==> src/rtl/output_pkg.sv <==
// output_pkg: shared constants, FSM state type and bipolar score helper for the output stages.
package output_pkg;
  localparam int VEC_LEN   = 256;
  localparam int NUM_CLASS = 10;
  localparam int DATA_W    = 9;
  localparam int IDX_W     = 4;
  typedef enum logic {IDLE, ACC} state_e;
  // Popcount p of a length-vec_len XNOR vector maps to the bipolar dot product 2p - vec_len.
  function automatic int bipolar(input int p, input int vec_len);
    return 2 * p - vec_len;
  endfunction
endpackage

==> src/rtl/output_argmax.sv <==
// output_argmax: streams NUM_CLASS popcount scores per frame and emits the winning class
// with its bipolar score as a one-cycle pulse; ties resolve to the lowest index.
module output_argmax #(
  parameter int DATA_W    = output_pkg::DATA_W,
  parameter int VEC_LEN   = output_pkg::VEC_LEN,
  parameter int NUM_CLASS = output_pkg::NUM_CLASS,
  parameter int IDX_W     = output_pkg::IDX_W
) (
  input  logic                     clk,
  input  logic                     rst_n,
  input  logic [DATA_W-1:0]        data_in,
  input  logic                     data_in_valid,
  input  logic                     frame_clr,
  output logic [IDX_W-1:0]         class_out,
  output logic signed [DATA_W:0]   score_out,
  output logic                     class_out_valid,
  output logic                     busy
);
  output_pkg::state_e state_q, state_d;
  logic [DATA_W-1:0] best_q, best_d;
  logic [IDX_W-1:0] idx_q, idx_d, cnt_q, cnt_d, class_q, class_d;
  logic signed [DATA_W:0] score_q, score_d;
  logic valid_q, take, last, upd, done;
  always_comb begin
    take    = data_in_valid && !frame_clr;
    last    = cnt_q == IDX_W'(NUM_CLASS - 1);
    done    = take && last;
    // In IDLE cnt is 0, so the first score loads with index cnt_q unconditionally.
    upd     = state_q == output_pkg::IDLE || data_in > best_q;
    best_d  = take && upd ? data_in : best_q;
    idx_d   = take && upd ? cnt_q : idx_q;
    cnt_d   = frame_clr || done ? '0 : take ? cnt_q + IDX_W'(1) : cnt_q;
    state_d = frame_clr || done ? output_pkg::IDLE : take ? output_pkg::ACC : state_q;
    class_d = done ? idx_d : class_q;
    score_d = done ? (DATA_W+1)'(output_pkg::bipolar(int'(best_d), VEC_LEN)) : score_q;
  end
  always_ff @(posedge clk or negedge rst_n) begin
    if (!rst_n) state_q <= output_pkg::IDLE;
    else        state_q <= state_d;
  end
  always_ff @(posedge clk or negedge rst_n) begin
    if (!rst_n) begin
      best_q <= '0;
      idx_q  <= '0;
      cnt_q  <= '0;
    end else begin
      best_q <= best_d;
      idx_q  <= idx_d;
      cnt_q  <= cnt_d;
    end
  end
  always_ff @(posedge clk or negedge rst_n) begin
    if (!rst_n) begin
      class_q <= '0;
      score_q <= '0;
      valid_q <= 1'b0;
    end else begin
      class_q <= class_d;
      score_q <= score_d;
      valid_q <= done;
    end
  end
  assign class_out       = class_q;
  assign score_out       = score_q;
  assign class_out_valid = valid_q;
  assign busy            = state_q == output_pkg::ACC;
endmodule

==> config.mk <==
export PLATFORM = sky130hd
export DESIGN_NAME = output_argmax
export DESIGN_NICKNAME = d
export VERILOG_FILES = /design/src/rtl/output_pkg.sv /design/src/rtl/output_argmax.sv
export SDC_FILE = /design/constraint.sdc
export NUM_CORES = 1
export LEC_CHECK = 0
export ABC_CLOCK_PERIOD_IN_PS = 2700
export CORE_MARGIN = 2
export CORE_UTILIZATION = 50
export CTS_CLUSTER_SIZE = 10
export DETAILED_ROUTE_END_ITERATION = 10
export GPL_TIMING_DRIVEN = 0
export PLACE_DENSITY = 0.82
export SETUP_SLACK_MARGIN = 0.1
export SYNTH_ARGS = -nofsm -noshare
export SYNTH_HDL_FRONTEND = slang
export SYNTH_SLANG_ARGS = --single-unit
==> constraint.sdc <==
create_clock -name clk -period 2.7 [get_ports clk]
set_input_delay 0.54 -clock clk [delete_from_list [all_inputs] [get_ports clk]]
set_output_delay 0.54 -clock clk [all_outputs]
set_load 0.01 [all_outputs]
==> key figures <==
Layout
  – Fillers: about 310
  – Commonest cells after routing, fill and taps aside: dfrtp_1, clkdlybuf4s50_1, nor2_1, inv_1, a21oi_1
  – Commonest non-fill, non-tap cell in the layout: dfrtp_1
  – Final net count: around 240
  – Post-layout util: 62.77%
  – Post-Layout Cell Count: 260
  – Ant diodes: 0
  – P&R area growth vs syn: 20.98%
  – Layout cell share with drive strength beyond 1: 12.62%

Placed design
  – Port bufs: 26
  – Cells after DPL: about 250
  – Pre-CTS WS: -157.9 ps
  – Final HPWL DP: ~2400 um
  – Gpl congestion: about 0.79

Power
  – VDD IR-drop max: roughly 270 uV
  – LEAKAGE: between 0.9 and 1 nW
  – PwrDens: between 500 and 600 nW/um2
  – Total power: approximately 1.2 mW

Clocking
  – Setup Buffers After CTS: 0
  – Htree depth: 2
  – Root Buffer: clkbuf_4
  – Post-CTS Resized: 0
  – Clk buf depth: 2
  – Hold-fix buffers at CTS: 0
  – CTS tree: done
  – Clk_lat worst skew: between 300 and 400 ps
  – Cts bufs inserted: 5
  – Worst-path clk slew: ~100 ps
  – # clock sinks: 32

Routing
  – DR WL/cell: between 10 and 15 um
  – Antenna-violating nets left: 0
  – # DRC: 0
  – DRT Pass-1 Iters: 4
  – Initial DRC count: between 70 and 80
  – Wirelength, routed: ~3400 um
  – Post-DR vias/cell: roughly 5.3
  – Vias: around 1400

Setup path
  – CP max-delay cell: clkdlybuf4s50_1
  – R2r setup slk: 440 ps
  – Worst Setup Start Kind: input port
  – Crit path cell chain: clkdlybuf4s50_1 -> ha_1 -> nand3_2 -> o221ai_1 -> or3b_1 -> buf_2 -> or2_4 -> mux2_4
  – CP Buf/Inv Count: 2
  – Critical path class: in2reg
  – Crit. End Element: flop
  – Crit-path max cell delay: 470 ps
  – Reg2reg path depth: 8
  – Worst EP required: 2920 ps
  – Largest fanout on the critical path: 6
  – Reg-to-reg endpoint: idx_q[3]
  – Critical path arrival: ~2700 ps
  – CP delay by family, top: simple AND/OR/NAND/NOR gates

STA
  – Worst Max-Slew Pin Slew: 690.2 ps
  – Slew Limit Headroom: a little over half
  – Min Tclk post-route: 2482 ps
  – Count of final setup violators: 0
  – Max frequency: between 400 and 500 MHz
  – Hold Violations, Final: 0
  – Worst setup margin: ~220 ps
  – Clock skew: between 15 and 20 ps
  – RSZ-0062 raised after global routing: no
  – Setup TNS: 0 ps
  – Slew Limit Fails: 0
  – Tcrit/Tclk final: between 90% and 100%

Synthesis
  – Syn Inst Count: ~180
  – Synthesized net count: about 210
  – Yosys reg bits: 32
  – Synthesized area: ~1700 um2
  – Synthesis Warnings: 0
  – Cell variety after synth: 40
  – Synth top area cells: dfrtp_1, ha_1, o31a_1, nor2_1, inv_1
  – Sequential cell area fraction in the yosys report: between 40% and 50%
  – Avg Cell Area, Syn: between 9 and 10 um2
  – Post-synth top area share: roughly 47%
  – Synth area leader: dfrtp_1

Global routing
  – Largest net degree at the start of global routing: 33
  – Gr ovfl total: 0
  – Initial antenna violation count: 0
  – Tot GR Track Use: between 20% and 30%
  – Global-route wire length before repair: between 6000 and 7000 um
  – Number of global-route vias before repair: around 1400

Status
  – Status: complete, no violations

Die
  – Core area: 3311 um2
  – Die width: about 63 um
  – Initial Utilization: between 50% and 60%
  – Row count: 21
  – Die Height: around 63 um
  – Die area: between 3000 and 4000 um2
  – # IOs: 29

Run
  – Max cap viols: 0

Hold path
  – Worst hold path type: in2async
-- metal layers --
metal  wire length, um  vias to the layer above  GRT usage [%]
li1                  -                      684              -
met1              1546                      648          25.36
met2              1662                       29          32.93
met3               173                        5          6.306
met4                44                        0          6.667
met5                 0                        -              0
-- kinds of logic (layout without fill, tap and decap cells) --
family / Yosys count / after routing / share of synthesized area, %
multiplexers: 5 / 5 / 3.350
adder cells (fa/ha/maj): 11 / 11 / 8.012
AO/OA/AOI/OAI: 57 / 57 / 20.47
buffers and inverters: 32 / 65 / 8.522
other: 1 / 1 / 0.2183
XOR/XNOR: 2 / 2 / 1.020
flip-flops: 32 / 32 / 46.61
AND/OR/NAND/NOR: 41 / 41 / 11.80
-- Yosys cell counts (all sizes together) --
master and count:
nand4 1, and2 1, nor2 22, nor3b 1, a21oi 16, or3 1, o31a 10, inv 21
a211oi 1, a211o 1, ha 11, xnor2 1, mux2 3, nand2 5, dfrtp 32, o22ai 1
conb 1, xor2 1, nand3 2, nor3 2, o221ai 1, a21boi 1, nor2b 1, nor4 1
nand2b 1, buf 9, o21ai 26, or3b 1, or2 1, nor4b 1, clkbuf 2, mux2i 2
-- area by class of cell --
cell class                 count  area [um2]  share of cell area, %
buffer                        11       68.82                  3.311
clock buffer                   6       41.29                  1.987
clock inverter                 1       5.005                 0.2408
inverter                      21       78.83                  3.793
multi-input combinational    117       770.7                  37.09
sequential                    32       800.8                  38.53
tap                           46       57.56                  2.769
timing repair buffer          26       255.2                  12.28
-- report_power, final --
group | internal [mW] | switching, mW
logic | 0.157 | 0.191
registers | 0.544 | 0.0422
clock network | 0.0958 | 0.158
-- sequential cells by signal (all words and copies together) (netlist names), named ones only --
name	flops
best_q	8
class_out_valid	1
cnt_q	4
busy	1
score_out	9
class_out	4
idx_q	4
-- stage by stage --
stage	cell area, um2	hold WS [ps]
floorplan	1718	244.4
global placement	2036	469.2
detailed placement	2031	472.7
CTS	2077	262.4
global route	2078	282.0
finish	2078	230.3
-- how the worst max path moves through the flow --
stage                    start            to  slack (ps)  cells after the start
floorplan           data_in[8]      idx_q[3]         500                      7
global placement    data_in[7]  class_out[0]        -160                      8
detailed placement  data_in[7]  class_out[0]        -160                      8
CTS                 data_in[7]  class_out[0]         180                      8
global route        data_in[7]     best_q[5]         100                      9
finish              data_in[7]      idx_q[3]         220                      8
No activity file was read; power rests on OpenSTA's default activity.
